### src/rtl/square_wave_gen.sv
// square_wave_gen: programmable square-wave source with period/high time in clk cycles.
// Ports: clk, rst_n, period_in/high_in/cfg_valid/cfg_ready/cfg_err (config), enable,
//        signal_out, cycle_start, running, active_period.
module square_wave_gen #(
  parameter int COUNTER_WIDTH = 18,
  parameter int MIN_PERIOD    = 2
) (
  input  logic                     clk,
  input  logic                     rst_n,
  input  logic [COUNTER_WIDTH-1:0] period_in,
  input  logic [COUNTER_WIDTH-1:0] high_in,
  input  logic                     cfg_valid,
  output logic                     cfg_ready,
  output logic                     cfg_err,
  input  logic                     enable,
  output logic                     signal_out,
  output logic                     cycle_start,
  output logic                     running,
  output logic [COUNTER_WIDTH-1:0] active_period
);

  localparam int W = COUNTER_WIDTH;
  localparam logic [W-1:0] MINP = W'(MIN_PERIOD);
  localparam logic [W-1:0] ONE  = W'(1);

  typedef enum logic {
    S_IDLE = 1'b0,
    S_RUN  = 1'b1
  } state_t;

  state_t r_state;
  state_t w_state_nxt;

  logic [W-1:0] r_act_period;
  logic [W-1:0] r_act_high;
  logic         r_act_ok;
  logic [W-1:0] r_pend_period;
  logic [W-1:0] r_pend_high;
  logic         r_pend_valid;
  logic [W-1:0] r_cnt;
  logic         r_signal;
  logic         r_cycle_start;
  logic         r_cfg_err;

  logic         w_accept;
  logic         w_legal;
  logic         w_cfg_ok;
  logic         w_wrap;
  logic [W-1:0] w_cnt_nxt;
  logic         w_start;
  logic         w_stop;

  assign w_accept  = cfg_valid & ~r_pend_valid;
  assign w_legal   = (period_in >= MINP) &&
                     (high_in >= ONE) &&
                     (high_in < period_in);
  assign w_cfg_ok  = w_accept & w_legal;
  assign w_wrap    = (r_cnt == r_act_period - ONE);
  assign w_cnt_nxt = w_wrap ? '0 : r_cnt + ONE;

  // Start sees the active values as they will be after this edge:
  // a leftover pending entry or a request accepted right now.
  assign w_start = (r_state == S_IDLE) & enable &
                   (r_act_ok | r_pend_valid | w_cfg_ok);
  assign w_stop  = (r_state == S_RUN) & w_wrap & ~enable;

  always_comb begin
    w_state_nxt = r_state;
    unique case (1'b1)
      w_start: w_state_nxt = S_RUN;
      w_stop:  w_state_nxt = S_IDLE;
      default: ;
    endcase
  end

  always_ff @(posedge clk or negedge rst_n) begin
    if (!rst_n) r_state <= S_IDLE;
    else        r_state <= w_state_nxt;
  end

  always_ff @(posedge clk or negedge rst_n) begin
    if (!rst_n) begin
      r_act_period  <= '0;
      r_act_high    <= '0;
      r_act_ok      <= 1'b0;
      r_pend_period <= '0;
      r_pend_high   <= '0;
      r_pend_valid  <= 1'b0;
      r_cnt         <= '0;
      r_signal      <= 1'b0;
      r_cycle_start <= 1'b0;
      r_cfg_err     <= 1'b0;
    end else begin
      r_cfg_err     <= w_accept & ~w_legal;
      r_cycle_start <= 1'b0;
      if (r_state == S_IDLE) begin
        r_cnt <= '0;
        if (r_pend_valid) begin
          r_act_period <= r_pend_period;
          r_act_high   <= r_pend_high;
          r_act_ok     <= 1'b1;
          r_pend_valid <= 1'b0;
        end else if (w_cfg_ok) begin
          r_act_period <= period_in;
          r_act_high   <= high_in;
          r_act_ok     <= 1'b1;
        end
        r_signal      <= w_start;
        r_cycle_start <= w_start;
      end else begin
        // Accept needs an empty buffer, so it never races the transfer.
        if (w_cfg_ok) begin
          r_pend_period <= period_in;
          r_pend_high   <= high_in;
          r_pend_valid  <= 1'b1;
        end
        if (w_stop) begin
          r_cnt    <= '0;
          r_signal <= 1'b0;
        end else begin
          r_cnt         <= w_cnt_nxt;
          r_signal      <= (w_cnt_nxt < r_act_high);
          r_cycle_start <= w_wrap;
          if (w_wrap && r_pend_valid) begin
            r_act_period <= r_pend_period;
            r_act_high   <= r_pend_high;
            r_pend_valid <= 1'b0;
          end
        end
      end
    end
  end

  assign cfg_ready     = ~r_pend_valid;
  assign cfg_err       = r_cfg_err;
  assign signal_out    = r_signal;
  assign cycle_start   = r_cycle_start;
  assign running       = (r_state == S_RUN);
  assign active_period = r_act_period;

endmodule

### config.mk
export PLATFORM = sky130hd
export DESIGN_NAME = square_wave_gen
export DESIGN_NICKNAME = d
export VERILOG_FILES = /design/src/rtl/square_wave_gen.sv
export SDC_FILE = /design/constraint.sdc
export NUM_CORES = 1
export LEC_CHECK = 0
export CAP_MARGIN = 20
export CORE_MARGIN = 1.5
export CORE_UTILIZATION = 25
export CTS_CLUSTER_DIAMETER = 100
export CTS_CLUSTER_SIZE = 30
export DETAILED_ROUTE_END_ITERATION = 10
export PLACE_DENSITY_LB_ADDON = 0.08
export REMOVE_ABC_BUFFERS = 1
export SLEW_MARGIN = 30
export SYNTH_ARGS = -nofsm -noshare
export SYNTH_HDL_FRONTEND = slang
export SYNTH_SLANG_ARGS = --single-unit
export TNS_END_PERCENT = 50
### constraint.sdc
create_clock -name clk -period 6.3 [get_ports clk]
set_input_delay 1.26 -clock clk [delete_from_list [all_inputs] [get_ports clk]]
set_output_delay 1.26 -clock clk [all_outputs]
set_load 0.01 [all_outputs]
After elaboration in Yosys (flattened, before gate mapping)
Index checks and enable logic that the tools add are counted.

Register bits: 96. Output and inout bits: 23. Logic and storage cells: 66.

Add/sub/neg operators: 2. Order comparisons: 4. Equal/unequal tests: 3. Muxes and demuxes: 24. Bitwise operators: 13. Reduce and logical (&&, ||, !) cells: 9.

Operator list (number): 2-to-1 mux 18 bit (13); less-than comparator 18 bit (2); adder 18 x 1 -> 18 bit (second input constant) (1); == test 18 bit (1); >= comparator 18 x 1 -> 1 bit (second input constant) (1); >= comparator 18 x 2 -> 1 bit (second input constant) (1); subtractor 18 x 1 -> 18 bit (second input constant) (1); 2-to-1 mux 1 bit (10); AND 1 bit (7); inverter 1 bit (4); AND reduction 2 bit (2); nonzero test 2 bit (2); logical AND 1 bit (3); AND reduction 3 bit (1); nonzero test 3 bit (1); != test 2 x 1 -> 1 bit (second input constant) (1); != test 2 bit (second input constant) (1); OR 1 bit (2); case mux 1 bit (2 select lines) (1).

Logic depth before layout (Yosys ltp)
Depth in word-level cells: 8. Mapped depth: 19. Gate-level depth less buffers: 18.

Worst setup path after synthesis
OpenSTA, ideal clock, no wires.

Kind: reg2reg. Start point: reg r_act_period[0], in the netlist active_period[0]. End point: reg r_signal, in the netlist signal_out. Setup time: 0.082 ns. Arrival time: 4.740 ns. Slack: 1.477 ns. Stages on the path, launching flop included: 20. Path through: dfrtp_1 -> inv_1 -> ha_1 -> or4b_2 -> or4_1 -> a21oi_1 -> nor3_1 -> or4b_1 -> nor3_4 -> buf_2 -> nor2_1 -> ha_1 -> a21o_1 -> a21o_1 -> a21oi_1 -> nor2_1 -> a2111oi_0 -> nor3_1 -> a211o_1 -> o22ai_1.

Longest elaborated chain between the ends: 6.

RTL lines: start, declared (line 34) `logic [W-1:0] r_act_period;`; start signal, assigned (line 99) `r_act_period <= r_pend_period;`; start signal, assigned (line 104) `r_act_period <= period_in;`; start signal, assigned (line 125) `r_act_period <= r_pend_period;`; subtractor 18 x 1 -> 18 bit * (line 58) `assign w_wrap = (r_cnt == r_act_period - ONE);`; == test 18 bit * (line 58); 2-to-1 mux 18 bit / AND 1 bit (equally long branches) (line 59, 65); less-than comparator 18 bit / AND 1 bit (equally long branches) (line 122, 65); 2-to-1 mux 1 bit * (line 117) `if (w_stop) begin`; 2-to-1 mux 1 bit * (line 96) `if (r_state == S_IDLE) begin`; end signal, assigned (line 108) `r_signal <= w_start;`; end signal, assigned (line 122) `r_signal <= (w_cnt_nxt < r_act_high);`; end, declared (line 41) `logic r_signal;`.

Mark *: on every way between the ends. The rest lies on a longest branch, timed or not. A chain may end at the register's enable or synchronous reset.

Final worst setup path
Same ends and word-level chain as after synthesis.

==> key figures <==
Route
  • DR pass1 iterations: 4
  • Vias/cell: 4.56
  • Vias: 4363
  • DR DRC count: 0
  • Detailed Route Iter0 Violations: 151
  • Total wire length: 16.6 mm
  • ANT nets after route: 0
  • Avg WL per Cell: 17.4 um

Setup path
  • Sequence of cells on the critical path: inv_1 -> ha_1 -> or4b_2 -> or4_1 -> a21oi_1 -> nor3_1 -> or4b_1 -> nor3_4 -> buf_4 -> nor2_1 -> ha_1 -> nand3_1 -> nor3_1 -> nand2_1 -> or4_1 -> a31oi_1 -> o22ai_1
  • Crit Path Category: reg -> reg
  • Critical Path End Type: register
  • Largest stage delay on the critical path: 0.67 ns
  • Crit start category: register
  • Data required, critical path: 6.52 ns
  • Critical path's slowest cell: or4b_2
  • Family with the most delay on the worst path: simple AND/OR/NAND/NOR gates
  • Critical path buffers and inverters: 2
  • CP max FO: 18
  • Arrival time worst endpoint: 5.59 ns

Logic synthesis
  • Yosys cell types: 51
  • Fraction of registers with async set/reset: 1.00
  • Syn_area_per_cell: 10.0 um^2
  • Synthesis Warnings: 0
  • #FFs+latches synth: 96
  • Synth area leaders: dfrtp_1 41%, ha_1 7.7%, mux2i_1 7.7%
  • Area share of the largest cell type after synthesis: 0.408
  • Synthesized cell area: 5880 um^2
  • Syn Inst Count: 587
  • Largest area contributor in the netlist: dfrtp_1
  • Most used flip-flop cell after synthesis: dfrtp_1
  • Post-synth EDFFs: 0
  • Sequential fraction of the synthesis area: 0.408

STA
  • Relative slew slack: 0.502
  • Tcrit/Tclk final: 0.853
  • Final Hold Fails: 0
  • Worst slew pin tran: 0.740 ns
  • RSZ-0062 raised after global routing: false
  • Fmax: 0.186 GHz
  • Final setup vio count: 0
  • Crit path time final: 5.37 ns
  • TNS Setup: 0 ns
  • Post-Route Skew: 0.00585 ns
  • Setup slack after layout: 0.928 ns
  • Slew Limit Fails: 0

Die
  • Initial Util: 0.257
  • I/O pin total: 63
  • Site row count: 55
  • Core footprint: 22800 um^2
  • Die footprint: 24500 um^2
  • Chip Height: 156 um
  • Die X: 156 um

Clock tree
  • CTS hold repair buffers: 0
  • # H-tree levels: 3
  • Sink Count: 96
  • Clock root buffer: clkbuf_16
  • Clock latency on the worst-skew pair: 0.35 ns
  • TritonCTS clock tree: built
  • Number of buffers created by CTS: 9
  • CTS Buffer Depth: 2
  • Worst-path clk slew: 0.06 ns
  • Post-CTS setup buffer count: 0
  • CTS resizes: 0

GRT
  • Total GRT Usage: 0.145
  • Largest net degree at the start of global routing: 53
  • Final global-route overflow total: 0
  • Global-route wire length before repair: 26.7 mm
  • Initial antenna violation count: 0
  • Number of global-route vias before repair: 4577

Hold path
  • Worst min path class: reg -> reg

Layout
  • Ant diodes: 0
  • Final Cell Area: 7170 um^2
  • Syn-to-layout area delta: 21.9%
  • Finished Layout Cells: 957
  • Layout Nets: 715
  • Fillers: 2443
  • Fraction of layout cells with a size suffix above 1: 0.126

Place
  • Post-DP HPWL: 13.0 mm
  • Placed insts: 941
  • IO buf count: 62
  • RD Place Congestion: 0.790
  • Place WS: 0.905 ns
  • DP Area: 6850 um^2

Power and ir drop
  • VDD IR max: 0.122 mV
  • Clk pwr share: 0.399
  • Pwr/cell area: 209 nW/um^2
  • Sequential Power Share: 0.471
  • Gate power share: 0.130
  • Leakage power: 3.36 nW
  • Net switching power: 0.000368 W
  • Sw frac: 0.246
  • P_int: 0.00113 W

Flow run
  • Max-cap violations: 0

Outcome
  • Outcome: complete, no violations
-- synth_stat cells (3+ instances only) --
cell / count
and3_1: 5
a31oi_1: 4
or3_1: 3
mux2_2: 39
clkbuf_1: 20
buf_2: 6
nand4_1: 12
nand3_1: 17
nor3_1: 30
nand2b_1: 4
inv_1: 45
o21ai_0: 32
nand2_1: 34
xor2_1: 16
o31ai_1: 5
nor2b_1: 3
or4_1: 8
a21o_1: 6
xnor2_1: 19
ha_1: 36
and2_1: 3
nor4_1: 12
dfrtp_1: 96
nor2_1: 35
a21oi_1: 14
mux2_4: 8
mux2i_1: 45
-- through the flow --
step	hold WS (ns)	total power, W	utilization
global route	0.504	0.00158	0.314
finish	0.475	0.00150	0.314
detailed placement	0.467	0.000917	0.300
global placement	0.457	0.000915	0.300
CTS	0.483	0.00153	0.314
floorplan	0.446	0.000818	-
-- cells by family (layout without fill, tap and decap cells) --
logic type | after synthesis | after routing | synth area share
fa+ha+maj | 36 | 36 | 0.0766
mux | 92 | 92 | 0.172
flops | 96 | 96 | 0.408
compound gates | 78 | 78 | 0.0838
buf+inv | 73 | 130 | 0.0491
xor+xnor | 35 | 35 | 0.0521
simple gates | 177 | 177 | 0.158
-- cell type report --
class	instances	area [um^2]	area share
sequential	96	2400	0.335
inverter	45	169	0.0236
clock inverter	6	82.6	0.0115
timing repair buffer	69	683	0.0953
multi-input combinational	418	3200	0.447
clock buffer	10	239	0.0333
tap	313	392	0.0546
-- power groups by stage --
stage                     combinational (W)  sequential (W)  clock [W]
final                              0.000195        0.000706   0.000599
after global routing               0.000222        0.000714   0.000645
after floorplan                    0.000108        0.000710          0
after detailed placement           0.000199        0.000718          0
after CTS                          0.000200        0.000706   0.000620
after global placement             0.000200        0.000715          0
-- metal layers --
layer	vias to the layer above	track usage	part of all wire
met1	2087	0.210	0.52
met3	19	0.0172	0.027
met2	71	0.220	0.43
met4	0	0.0558	0.019
li1	2186	-	-
met5	-	0	0
-- flip-flops by register name, summed over array words and instances (netlist names) --
register	cells
r_act_high	18
cycle_start	1
r_pend_high	18
r_cnt	18
cfg_err	1
r_pend_period	18
r_act_ok	1
running	1
r_pend_valid	1
signal_out	1
active_period	18
-- path summary, 6_finish.rpt --
| check | start | to | slack [ns] | cells after the start |
|---|---|---|---|---|
| worst max-delay path | active_period[0]$_DFFE_PN0P_ | signal_out$_DFF_PN0_ | 0.93 | 17 |
| min in group asynchronous | rst_n | r_pend_high[0]$_DFFE_PN0P_ | 0.96 | 1 |
| max in group asynchronous | rst_n | active_period[12]$_DFFE_PN0P_ | 4.27 | 2 |
| worst min-delay path | r_pend_period[3]$_DFFE_PN0P_ | r_pend_period[3]$_DFFE_PN0P_ | 0.48 | 2 |
| worst max register to register | active_period[0]$_DFFE_PN0P_ | signal_out$_DFF_PN0_ | 0.93 | 17 |
| worst min register to register | r_pend_period[3]$_DFFE_PN0P_ | r_pend_period[3]$_DFFE_PN0P_ | 0.48 | 2 |
-- cells in the final DEF (no fill, tap or decap), types with 30 or more instances in the layout --
master,instances
dfrtp_1,96
clkdlybuf4s50_1,61
inv_1,45
mux2i_1,45
mux2_2,39
ha_1,36
nand2_1,34
nor2_1,34
o21ai_0,32
nor3_1,30
-- worst reg2reg max path: cells and delay by family (launching register included) --
family / cells / cell delay, ns
buffers and inverters: 2 / 0.38
and+or+nand+nor: 10 / 3.41
adders and majority gates: 2 / 0.60
AOI/OAI and AO/OA: 3 / 0.40
DFF: 1 / 0.45
No activity file was read; power rests on OpenSTA's default activity.
